File: src/rtl/serial_adder_seq.sv
// Bit-serial adder: {Cout,Sum} = A + B + Cin, one bit per clock, LSB first, with a start/busy/done handshake.
// Optional signed-overflow flag Ovf is built when SERIAL_ADDER_OVF_EN is defined.
module serial_adder_seq #(
    parameter int WIDTH = 8
) (
    input  logic             clk,
    input  logic             rst,
    input  logic             start,
    input  logic [WIDTH-1:0] A,
    input  logic [WIDTH-1:0] B,
    input  logic             Cin,
    output logic             busy,
    output logic             done,
    output logic [WIDTH-1:0] Sum,
    output logic             Cout
`ifdef SERIAL_ADDER_OVF_EN
    ,
    output logic             Ovf
`endif
);

    localparam int CNT_W = (WIDTH > 1) ? $clog2(WIDTH) : 1;
    localparam logic [CNT_W-1:0] CNT_LAST = CNT_W'(WIDTH - 1);
    localparam logic [CNT_W-1:0] CNT_ONE  = CNT_W'(32'd1);
    localparam logic [CNT_W-1:0] CNT_ZERO = CNT_W'(32'd0);

    typedef enum logic [1:0] {
        IDLE = 2'd0,
        RUN  = 2'd1,
        DONE = 2'd2
    } state_t;

    // Returns {carry, sum} of two bits.
    function automatic logic [1:0] half_add(input logic a, input logic b);
        return {a & b, a ^ b};
    endfunction

    // Full adder built from two half-adder stages; returns {carry, sum}.
    function automatic logic [1:0] full_add(input logic a, input logic b, input logic c);
        logic [1:0] h0;
        logic [1:0] h1;
        h0 = half_add(a, b);
        h1 = half_add(h0[0], c);
        return {h0[1] | h1[1], h1[0]};
    endfunction

    state_t           state_r, state_s;
    logic [WIDTH-1:0] opa_r, opa_s;
    logic [WIDTH-1:0] opb_r, opb_s;
    logic [WIDTH-1:0] res_r, res_s;
    logic             carry_r, carry_s;
    logic [CNT_W-1:0] cnt_r, cnt_s;
    logic             busy_r, busy_s;
    logic             done_r, done_s;
    logic [WIDTH-1:0] sum_r, sum_s;
    logic             cout_r, cout_s;
    logic [1:0]       fa_s;
`ifdef SERIAL_ADDER_OVF_EN
    logic             ovf_r, ovf_s;
`endif

    // One full-adder step on the current LSBs and the carry flop.
    always_comb begin
        fa_s = full_add(opa_r[0], opb_r[0], carry_r);
    end

    // Next-state, datapath and handshake decode.
    always_comb begin
        state_s = state_r;
        opa_s   = opa_r;
        opb_s   = opb_r;
        res_s   = res_r;
        carry_s = carry_r;
        cnt_s   = cnt_r;
        sum_s   = sum_r;
        cout_s  = cout_r;
`ifdef SERIAL_ADDER_OVF_EN
        ovf_s   = ovf_r;
`endif
        case (state_r)
            IDLE: begin
                if (start) begin
                    opa_s   = A;
                    opb_s   = B;
                    carry_s = Cin;
                    cnt_s   = CNT_ZERO;
                    state_s = RUN;
                end else begin
                    state_s = IDLE;
                end
            end
            RUN: begin
                opa_s   = {1'b0, opa_r[WIDTH-1:1]};
                opb_s   = {1'b0, opb_r[WIDTH-1:1]};
                res_s   = {fa_s[0], res_r[WIDTH-1:1]};
                carry_s = fa_s[1];
                if (cnt_r == CNT_LAST) begin
                    // Last bit: the operand LSBs now hold the original MSBs.
                    cnt_s   = CNT_ZERO;
                    sum_s   = {fa_s[0], res_r[WIDTH-1:1]};
                    cout_s  = fa_s[1];
`ifdef SERIAL_ADDER_OVF_EN
                    ovf_s   = (opa_r[0] == opb_r[0]) && (fa_s[0] != opa_r[0]);
`endif
                    state_s = DONE;
                end else begin
                    cnt_s   = cnt_r + CNT_ONE;
                    state_s = RUN;
                end
            end
            DONE: begin
                if (start) begin
                    opa_s   = A;
                    opb_s   = B;
                    carry_s = Cin;
                    cnt_s   = CNT_ZERO;
                    state_s = RUN;
                end else begin
                    state_s = IDLE;
                end
            end
            default: begin
                state_s = IDLE;
            end
        endcase
        busy_s = (state_s == RUN);
        done_s = (state_s == DONE);
    end

    // State and datapath registers with synchronous reset.
    always_ff @(posedge clk) begin
        if (rst) begin
            state_r <= IDLE;
            opa_r   <= {WIDTH{1'b0}};
            opb_r   <= {WIDTH{1'b0}};
            res_r   <= {WIDTH{1'b0}};
            carry_r <= 1'b0;
            cnt_r   <= CNT_ZERO;
            busy_r  <= 1'b0;
            done_r  <= 1'b0;
            sum_r   <= {WIDTH{1'b0}};
            cout_r  <= 1'b0;
`ifdef SERIAL_ADDER_OVF_EN
            ovf_r   <= 1'b0;
`endif
        end else begin
            state_r <= state_s;
            opa_r   <= opa_s;
            opb_r   <= opb_s;
            res_r   <= res_s;
            carry_r <= carry_s;
            cnt_r   <= cnt_s;
            busy_r  <= busy_s;
            done_r  <= done_s;
            sum_r   <= sum_s;
            cout_r  <= cout_s;
`ifdef SERIAL_ADDER_OVF_EN
            ovf_r   <= ovf_s;
`endif
        end
    end

    assign busy = busy_r;
    assign done = done_r;
    assign Sum  = sum_r;
    assign Cout = cout_r;
`ifdef SERIAL_ADDER_OVF_EN
    assign Ovf  = ovf_r;
`endif

endmodule

File: config.mk
export PLATFORM = sky130hd
export DESIGN_NAME = serial_adder_seq
export DESIGN_NICKNAME = d
export VERILOG_FILES = /design/src/rtl/serial_adder_seq.sv
export SDC_FILE = /design/constraint.sdc
export NUM_CORES = 1
export LEC_CHECK = 0
export BUFFER_PORTS_ARGS = -buffer_cell sky130_fd_sc_hd__buf_2
export CAP_MARGIN = 20
export CELL_PAD_IN_SITES_DETAIL_PLACEMENT = 0
export CELL_PAD_IN_SITES_GLOBAL_PLACEMENT = 2
export CORE_AREA = 3 3 73 75
export CTS_CLUSTER_DIAMETER = 100
export DETAILED_ROUTE_END_ITERATION = 8
export DIE_AREA = 0 0 76 78
export HOLD_SLACK_MARGIN = 0.12
export PLACE_DENSITY_LB_ADDON = 0.1
export REMOVE_ABC_BUFFERS = 1
export SLEW_MARGIN = 20
export SYNTH_ARGS = -nofsm -noshare
export SYNTH_HDL_FRONTEND = slang
export SYNTH_SLANG_ARGS = --single-unit
export TNS_END_PERCENT = 30
File: constraint.sdc
create_clock -name clk -period 2.34 [get_ports clk]
set_input_delay 0.351 -clock clk [delete_from_list [all_inputs] [get_ports clk]]
set_output_delay 0.351 -clock clk [all_outputs]
set_load 0.03 [all_outputs]
# After elaboration in Yosys (flattened, before gate mapping)
# Cells that the tools add are included.
# Widths: inputs -> output; s select.
[totals]
regBits = 41
word_cells = 39
[op_classes]
n_addsub = 1
n_eq_ne = 6
mux = 12
bitwise = 5
n_reduce_logical = 5
[ops]
columns = ["cell", "count"]
rows = [
  ["$pmux 8 s2", 2],
  ["$mux 8", 2],
  ["$mux 3", 2],
  ["$pmux 3 s2", 1],
  ["$eq 2x1->1 const B", 2],
  ["$eq 2x2->1 const B", 2],
  ["$pmux 2 s2", 1],
  ["$reduce_and 2->1", 2],
  ["$add 3x1->3 const B", 1],
  ["$eq 3x3->1 const B", 1],
  ["$and 1x1->1", 2],
  ["$logic_not 2->1", 1],
  ["$mux 1", 2],
  ["$mux 2", 1],
  ["$ne 2x1->1 const B", 1],
  ["$pmux 1 s2", 1],
  ["$reduce_bool 2->1", 1],
  ["$reduce_or 2->1", 1],
  ["$xor 1x1->1", 2],
  ["$or 1x1->1", 1],
]

# Depth between registers and ports, before layout
# Gate-level depths: netlist of the first run.
[logic_depth]
word_depth = 4
ltp_mapped = 6
ltp_nobuf = 5

# Worst setup path after synthesis of the first run
# No wires, ideal clock.
[synth_path]
path_type = "flip-flop to flip-flop"
from = "register cnt_r[0]"
to = "register busy_r, in the netlist busy"
setup_time_ns = 0.128
arrival_ns = 1.117
required_ns = 2.212
setup_slack_ns = 1.096
stages_incl_launch_ff = 6
path_buffers = 1
synth_period_minus_slack_ns = 1.244
path_cell_list = "dfxtp_1 -> ha_1 -> ha_1 -> clkbuf_1 -> o21a_1 -> nor2_1"
[synth_via]
elab_chain_len = 4
[synth_lines]
columns = ["element", "line", "rtl"]
rows = [
  ["start: declaration", "52", "logic [CNT_W-1:0] cnt_r, cnt_s;"],
  ["start signal: assignment", "152", "cnt_r <= cnt_s;"],
  ["$eq 3x3->1", "97", "if (cnt_r == CNT_LAST) begin"],
  ["$mux 2", "97", ""],
  ["$pmux 2 s2", "80", "case (state_r)"],
  ["$eq 2x1->1", "126", "busy_s = (state_s == RUN);"],
  ["end signal: assignment", "153", "busy_r <= busy_s;"],
  ["end: declaration", "53", "logic busy_r, busy_s;"],
]
# No other way between the ends.
# A chain may end at the register's enable or synchronous reset.

# Worst setup path in the final report of the first run
[layout_path]
from = "register cnt_r[0]"
to = "register sum_r[2], in the netlist Sum[2]"
[layout_via]
elab_chain_len = 2
[layout_lines]
columns = ["element", "line", "rtl"]
rows = [
  ["$eq 3x3->1", "97", ""],
  ["$reduce_and 2->1 (no line)", "-", ""],
  ["end signal: assignment", "141", "sum_r <= {WIDTH{1'b0}};"],
  ["end signal: assignment", "155", "sum_r <= sum_s;"],
  ["end: declaration", "55", "logic [WIDTH-1:0] sum_r, sum_s;"],
]
# No other way between the ends.

==> results of run 1 <==
==> flip-flops by register name (all words and copies together) (netlist names) <==
signal and cells:
opb_r 8, state_r 2, busy 1, Sum 8, done 1, cnt_r 3, res_r 7, opa_r 8
carry_r 1, Cout 1
==> metal layers <==
layer | global-route usage (%) | up-vias | wire length, µm
met2 | 20.3 | 28 | 1600
met3 | 4.76 | 4 | 163
met1 | 16.5 | 596 | 1760
li1 | - | 673 | -
met5 | 0 | - | 0
met4 | 4.53 | 0 | 36
==> metrics by stage <==
| stage | power [mW] | instances | instance area (µm²) | worst slack (ns) | hold slack, ns |
|---|---|---|---|---|---|
| after floorplan | 0.886 | 162 | 1600 | -0.149 | 0.416 |
| after detailed placement | 0.957 | 262 | 1850 | 0.493 | 0.443 |
| after CTS | 1.43 | 270 | 1940 | 0.479 | 0.294 |
| after global routing | 1.48 | 270 | 1950 | 0.261 | 0.309 |
| after global placement | 0.950 | 262 | 1850 | 0.476 | 0.440 |
| final | 1.41 | 270 | 1950 | 0.460 | 0.305 |
==> Yosys cell counts, types with 2 or more instances <==
cell type  count  area, µm²
a211oi_1       5       37.5
a211oi_2      10        125
a21oi_1       20        100
buf_2          5       25.0
buf_4          4       30.0
buf_6          2       22.5
clkbuf_1       4       15.0
dfxtp_1       40        801
ha_1           2       25.0
mux2i_1       15        150
nand2_1       27        101
nand3_1       13       65.1
nor2_1         5       18.8
nor2b_1        2       12.5
nor3_1        15       75.1
==> layout make-up <==
type | instances | share of cell area, %
clock buffer | 8 | 4.63
timing repair buffer | 33 | 8.87
sequential | 40 | 41.1
tap | 67 | 4.31
multi-input combinational | 122 | 41.1
==> power groups by stage <==
| stage | Clock, mW | Sequential (mW) | Combinational, mW |
|---|---|---|---|
| after floorplan | 0 | 0.762 | 0.124 |
| after detailed placement | 0 | 0.759 | 0.198 |
| after global routing | 0.519 | 0.748 | 0.216 |
| after global placement | 0 | 0.758 | 0.192 |
| final | 0.472 | 0.743 | 0.195 |
| after CTS | 0.487 | 0.743 | 0.199 |
==> worst max-delay path: stages, from the launching register on <==
cell and delay (ns):
dfxtp_1 0.37, ha_1 0.17, ha_1 0.47, nand3b_1 0.46, nand2_1 0.19, a21oi_1 0.07
==> kinds of logic (layout without fill, tap and decap cells) <==
| family | after synthesis | count (layout) |
|---|---|---|
| multiplexers | 15 | 15 |
| adder cells (fa/ha/maj) | 3 | 3 |
| AND/OR/NAND/NOR | 67 | 67 |
| buffers and inverters | 16 | 41 |
| flip-flops | 40 | 40 |
| AO/OA/AOI/OAI | 37 | 37 |
==> worst max-delay path by stage <==
stage | depth (start not counted) | endpoint | slack [ns]
after global routing | 5 | Sum[6]$_SDFFE_PP0P_ | 0.26
after CTS | 5 | Sum[2]$_SDFFE_PP0P_ | 0.48
after detailed placement | 5 | Sum[2]$_SDFFE_PP0P_ | 0.49
after floorplan | 3 | opa_r[0]$_SDFFE_PP0P_ | -0.15
after global placement | 5 | Sum[1]$_SDFFE_PP0P_ | 0.48
final | 5 | Sum[2]$_SDFFE_PP0P_ | 0.46
==> reports/qor.yml, run 1 <==
status: "finished clean"
grt_pass1_vias: 1294
syn_inst: 178
n_fill_cell: 498
ctsLongestPathBuffers: 2
p_leak_nw: 0.740
rsz0062_at_grt: "false"
synth-simple-area-share_pct: 19.1
routed_via_density: 4.82
layout_commonest_cell: "dfxtp_1"
multi_input_area_um2: 800
grt_antenna_before_repair: 0
ys_seq_elements: 40
comb_power_share_pct: 13.8
finalSetupTns_ns: 0
hold_end: "opb_r[7]$_SDFFE_PP0P_"
portBuffers: 30
num_vias: 1301
skew_ns: 0.00516
start_kind: "register"
fp-row-count: 25
drv_cap: 0
netlist_area_um2: 1690
post_cts_buffers: 0
hold_class: "input port to register"
overflow: 0
ctsHoldBuffers: 0
die_y_um: 78
drv_slew: 0
drcViolationCount: 0
numClockSinks: 40
ff2ff_path_depth: 5
worst_pin_slew_ns: 0.828
final_util_pct: 41.2
wl_per_cell_um: 13.1
firstDrtPassIters: 4
finalWirelength_mm: 3.55
grt_pass1_wl_mm: 6.18
ant_nets: 0
peakVddDrop_uv: 303
reg2reg_from: "cnt_r[0]$_SDFFE_PP0P_"
hp-start: "B[7]"
powerDensity_nw_per_um2: 724
cp-end-kind: "register"
final_layout_size_suffix_gt1_share_pct: 26.6
crit_type: "register to register"
power_frac_seq_pct: 52.7
slew_headroom_pct: 44.8
cts-root-buf: "clkbuf_8"
final_nets: 225
fin_crit_sh_pct: 80.4
synthFlopType: "dfxtp_1"
synth.mux.area_fraction_pct: 8.88
cp_data_required_time_ns: 2.48
start_util_pct: 35.8
final_hold_viol_count: 0
cp_data_arrival_time_ns: 2.02
rrSetupSlack_ns: 0.46
h-tree-depth: 2
grt_max_degree: 41
core_area_um2: 4720
synth_fa_ha_area_share_pct: 2.66
seqCellArea_um2: 801
avgSynthCellArea_um2: 9.50
synth-edff-count: 0
crit_fanout: 12
num_io_pins: 31
cts_tree: "yes"
setup_violations: 0
drt_iter0_drc: 92
cts_made_buffers: 5
regToRegEndpoint: "Sum[2]$_SDFFE_PP0P_"
synth-compound-area-share_pct: 16.3
synth_top_family_by_area: "simple AND/OR/NAND/NOR gates"
p_int_mw: 1.04
switchingPower_mw: 0.368
worstSetupStartpoint: "cnt_r[0]$_SDFFE_PP0P_"
dpl.hpwl_mm: 2.37
diodes: 0
yosysWarnings: 0
ys_seq_area_share_pct: 47.3
async_flop_share_pct: 0
final_cell_mix: "dfxtp_1, buf_2, nand2_1"
place_congestion: 0.676
synth.distinct_cells: 24
switching_share_pct: 26.1
syn2layout_area_growth_pct: 15.1
clkPwrFrac_pct: 33.5
path_clk_slew_ns: 0.08
fmax_ghz: 0.532
track_usage_pct: 13.0
finalCriticalPeriod_ns: 1.88
synth-xor-area-share_pct: 0
post_cts_resized: 0
fp.dieArea_um2: 5930
clkLatencyLatePin_ns: 0.29
min_path_cells: 3
die_x_um: 76
No activity file was read; power rests on OpenSTA's default activity.
==> run 2, diff against run 1 <==
--- a/config.mk
+++ b/config.mk
@@ -9,10 +9,10 @@
 export CAP_MARGIN = 20
 export CELL_PAD_IN_SITES_DETAIL_PLACEMENT = 0
 export CELL_PAD_IN_SITES_GLOBAL_PLACEMENT = 2
-export CORE_AREA = 3 3 73 75
+export CORE_AREA = 3 3 80 82
 export CTS_CLUSTER_DIAMETER = 100
 export DETAILED_ROUTE_END_ITERATION = 8
-export DIE_AREA = 0 0 76 78
+export DIE_AREA = 0 0 83 85
 export HOLD_SLACK_MARGIN = 0.12
 export PLACE_DENSITY_LB_ADDON = 0.1
 export REMOVE_ABC_BUFFERS = 1
==> constraint.sdc (replaced) <==
create_clock -name clk -period 1.5 [get_ports clk]
set_input_delay 0.225 -clock clk [delete_from_list [all_inputs] [get_ports clk]]
set_output_delay 0.225 -clock clk [all_outputs]
set_load 0.03 [all_outputs]
==> reports/qor.yml, run 2 (same netlist as run 1, synthesis figures left out) <==
status: "finished clean"
routed_via_density: 4.73  # -1.7%
drv_cap: 0  # unchanged
final_layout_size_suffix_gt1_share_pct: 29.3  # +2.7 points
final_nets: 231  # +2.7%
fin_crit_sh_pct: 90.9  # +11 points
n_fill_cell: 642  # +29%
setup_violations: 0  # unchanged
cts-root-buf: "clkbuf_8"
finalSetupTns_ns: 0  # unchanged
slew_headroom_pct: 53.0  # +8.2 points
fp-row-count: 28  # +12%
hp-start: "A[7]"
grt_pass1_wl_mm: 6.39  # +3.5%
ctsLongestPathBuffers: 2  # unchanged
diodes: 0  # unchanged
fp.dieArea_um2: 7060  # +19%
rsz0062_at_grt: "false"
p_total_mw: 2.25  # +60%
track_usage_pct: 11.3  # -1.6 points
final_util_pct: 34.8  # -6.4 points
post_cts_resized: 1  # +1
crit_path_frequent_cell: "buf_4"
cp_data_required_time_ns: 1.70  # -0.78 ns
worstSetupStartpoint: "state_r[0]$_SDFF_PP0_"
die_y_um: 85  # +9.0%
slowest_delay_ns: 0.35  # -0.12 ns
numClockSinks: 40  # unchanged
fmax_ghz: 0.733  # +38%
cts_made_buffers: 5  # unchanged
crit_type: "register to register"
grt_max_degree: 26  # -37%
num_vias: 1340  # +3.0%
wl_per_cell_um: 13.2  # +0.30%
firstDrtPassIters: 4  # unchanged
reg2reg_from: "state_r[0]$_SDFF_PP0_"
path_clk_slew_ns: 0.07  # about the same
worst_pin_slew_ns: 0.702  # -0.126 ns
crit_fanout: 11  # -1
syn2layout_area_growth_pct: 19.7
drv_slew: 0  # unchanged
post_cts_buffers: 0  # unchanged
start_util_pct: 29.1  # -6.7 points
clkLatencyLatePin_ns: 0.29  # about the same
final_cell_mix: "dfxtp_1, buf_2, nand2_1"
p_leak_nw: 0.779  # +5.3%
dpl.hpwl_mm: 2.59  # +9.5%
h-tree-depth: 2  # unchanged
portBuffers: 30  # unchanged
crit_chain: "buf_4 > nor2b_2 > buf_4 > nor3_1 > a211oi_1"
grt_pass1_vias: 1354  # +4.6%
cts_tree: "yes"
ctsHoldBuffers: 0  # unchanged
hold_class: "input port to register"
powerDensity_nw_per_um2: 1110  # +53%
grt_antenna_before_repair: 0  # unchanged
skew_ns: 0.00371  # -0.00145 ns
cp_data_arrival_time_ns: 1.57  # -0.45 ns
core_area_um2: 5820  # +23%
overflow: 0  # unchanged
peakVddDrop_uv: 455  # +50%
worst_path_max_delay_cell: "dfxtp_1"
cp-end-kind: "register"
finalWirelength_mm: 3.73  # +5.1%
die_x_um: 83  # +9.2%
holdWs_ns: 0.177  # -0.128 ns
place_congestion: 0.700  # +3.6%
finalCriticalPeriod_ns: 1.36  # -0.517 ns
layout_commonest_cell: "dfxtp_1"
start_kind: "register"
final_hold_viol_count: 0  # unchanged
drcViolationCount: 0  # unchanged
drt_iter0_drc: 36  # -61%
ant_nets: 0  # unchanged
num_io_pins: 31  # unchanged
==> run 2: layout make-up <==
class / count / area [µm²] / share of cell area, %
multi-input combinational: 122 / 800 / 39.5
tap: 75 / 93.8 / 4.64
timing repair buffer: 39 / 234 / 11.6
clock buffer: 7 / 96.3 / 4.76
sequential: 40 / 801 / 39.6
==> run 2: worst max-delay path, delay by kind of cell, from the launching register on <==
| family | cells | cell delay (ns) |
|---|---|---|
| AO/OA/AOI/OAI | 1 | 0.24 |
| flip-flops | 1 | 0.35 |
| buffers and inverters | 2 | 0.41 |
| AND/OR/NAND/NOR | 2 | 0.27 |
==> run 2: layer usage <==
layer,up-vias,GRT usage [%],part of all wire [%]
met5,-,0,0
met4,0,4.31,1.6
met3,5,4.27,5.5
met2,34,19.1,49
met1,616,13.1,44
li1,685,-,-
==> run 2: final timing paths <==
path	slack, ns	cells after the start	to
setup / recovery	0.14	5	opa_r[6]$_SDFFE_PP0P_
hold / removal	0.18	3	opa_r[7]$_SDFFE_PP0P_
setup reg to reg	0.14	5	opa_r[6]$_SDFFE_PP0P_
hold reg to reg	0.45	2	Cout$_SDFFE_PP0P_
==> run 2: per-stage QoR <==
stage | std cells | setup slack (ns) | area (µm²)
after floorplan | 162 | -0.989 | 1600
after global placement | 276 | -0.163 | 1920
after detailed placement | 276 | -0.271 | 1920
after CTS | 283 | 0.0945 | 2020
after global routing | 283 | 0.00123 | 2020
final | 283 | 0.137 | 2020
==> run 2: where the power goes <==
group	switching, mW	internal [mW]	leakage [nW]	total, mW
Sequential	0.0340	1.12	0.327	1.16
Combinational	0.184	0.142	0.401	0.326
Clock	0.358	0.410	0.0503	0.768
==> run 3, diff against run 2 <==
--- a/config.mk
+++ b/config.mk
@@ -14,7 +14,7 @@
 export DETAILED_ROUTE_END_ITERATION = 8
 export DIE_AREA = 0 0 83 85
 export HOLD_SLACK_MARGIN = 0.12
-export PLACE_DENSITY_LB_ADDON = 0.1
+export PLACE_DENSITY = 0.82
 export REMOVE_ABC_BUFFERS = 1
 export SLEW_MARGIN = 20
 export SYNTH_ARGS = -nofsm -noshare
==> reports/qor.yml, run 3 (same netlist as run 1, synthesis figures left out) <==
post_cts_buffers: 0  # unchanged
fmax_ghz: 0.743  # +1.3%
setup_ws_ns: 0.154  # +0.0174 ns
track_usage_pct: 10.0  # -1.3 points
final_cells: 284  # +0.35%
hold_class: "input port to register"
finalCriticalPeriod_ns: 1.35  # -0.0174 ns
status: "finished clean"
cp_data_arrival_time_ns: 1.55  # -0.02 ns
fp.dieArea_um2: 7060  # unchanged
holdWs_ns: 0.186  # +0.00867 ns
h-tree-depth: 2  # unchanged
final_layout_size_suffix_gt1_share_pct: 29.2  # -0.14 points
dpl.hpwl_mm: 2.29  # -12%
numClockSinks: 40  # unchanged
multi_input_area_um2: 807  # +0.94%
slew_headroom_pct: 54.3  # +1.3 points
syn2layout_area_growth_pct: 20.7
rsz0062_at_grt: "false"
cp-end-kind: "register"
fin_crit_sh_pct: 89.7  # -1.2 points
ant_nets: 0  # unchanged
drt_iter0_drc: 71  # +97%
grt_max_degree: 41  # +58%
final_nets: 231  # unchanged
worst_pin_slew_ns: 0.682  # -0.0196 ns
fp-row-count: 28  # unchanged
grt_pass1_vias: 1268  # -6.4%
setup_violations: 0  # unchanged
start_util_pct: 29.1  # unchanged
drv_slew: 0  # unchanged
p_total_mw: 2.20  # -2.3%
routed_via_density: 4.60  # -2.8%
portBuffers: 30  # unchanged
diodes: 0  # unchanged
firstDrtPassIters: 4  # unchanged
start_kind: "register"
finalWirelength_mm: 3.40  # -9.0%
grt_pass1_wl_mm: 5.79  # -9.4%
num_io_pins: 31  # unchanged
grt_antenna_before_repair: 0  # unchanged
peakVddDrop_uv: 454  # -0.31%
overflow: 0  # unchanged
core_area_um2: 5820  # unchanged
seqCellArea_um2: 801  # unchanged
drcViolationCount: 0  # unchanged
cts-root-buf: "clkbuf_8"
die_y_um: 85  # unchanged
drv_cap: 0  # unchanged
cts_tree: "yes"
ctsHoldBuffers: 0  # unchanged
powerDensity_nw_per_um2: 1080  # -3.2%
cts_made_buffers: 5  # unchanged
place_inst: 276  # unchanged
final_hold_viol_count: 0  # unchanged
crit_fanout: 20  # +9
final_cell_mix: "dfxtp_1, buf_2, nand2_1"
ctsLongestPathBuffers: 2  # unchanged
num_vias: 1307  # -2.5%
preCtsSetupSlack_ns: -0.178  # +0.0921 ns
crit_type: "register to register"
p_leak_nw: 0.777  # -0.22%
layout_commonest_cell: "dfxtp_1"
skew_ns: 0.00479  # +0.00109 ns
path_clk_slew_ns: 0.07  # about the same
place_congestion: 0.665  # -5.0%
wl_per_cell_um: 12.0  # -9.3%
final_util_pct: 35.1  # +0.30 points
die_x_um: 83  # unchanged
clkLatencyLatePin_ns: 0.28  # about the same
cp_data_required_time_ns: 1.71  # about the same
n_fill_cell: 635  # -1.1%
## run 3: metal layers
metal	vias to the layer above	wire, µm	GRT usage, %
met5	-	0	0
met4	0	44	3.57
met3	4	120	2.82
met2	18	1700	17.6
met1	600	1530	11.7
li1	685	-	-
## run 3: final cells by class
type / count / area share (%)
flip-flops and latches: 40 / 39.2
multi-input cells: 122 / 39.5
clock buffers: 8 / 4.41
repair buffers: 39 / 12.3
well taps: 75 / 4.60
## run 3: worst max-delay path: stages, from the launching register on
cell and delay (ns):
dfxtp_1 0.41, buf_12 0.20, nor2b_4 0.19, buf_6 0.18, nor3_1 0.08, a211oi_2 0.22
## run 3: per-stage QoR
step | instance area (µm²) | setup TNS [ns]
finish | 2040 | 0
global route | 2040 | 0
CTS | 2020 | 0
detailed placement | 1920 | -2.44
global placement | 1920 | -2.27
floorplan | 1600 | -31.16
## run 3: path summary, 6_finish.rpt
kind                              start                     to  slack, ns  cells after the start
setup reg to reg  state_r[0]$_SDFF_PP0_  opa_r[4]$_SDFFE_PP0P_       0.15                      5
hold reg to reg     Sum[0]$_SDFFE_PP0P_    Sum[0]$_SDFFE_PP0P_       0.45                      2
hold / removal                     B[7]  opb_r[7]$_SDFFE_PP0P_       0.19                      3
setup / recovery  state_r[0]$_SDFF_PP0_  opa_r[4]$_SDFFE_PP0P_       0.15                      5
## run 3: what timing repair did
item	4_1_cts	5_1_grt
pin swaps	0	0
gates cloned	0	0
resized for setup	2	6
endpoints found under the hold margin	0	0
endpoints found under the setup margin	17	19
## run 3: power breakdown
part	internal, mW	switching, mW	total, mW
sequential	1.12	0.0350	1.16
combinational	0.147	0.179	0.326
clock	0.375	0.340	0.715
total	1.64	0.553	2.20
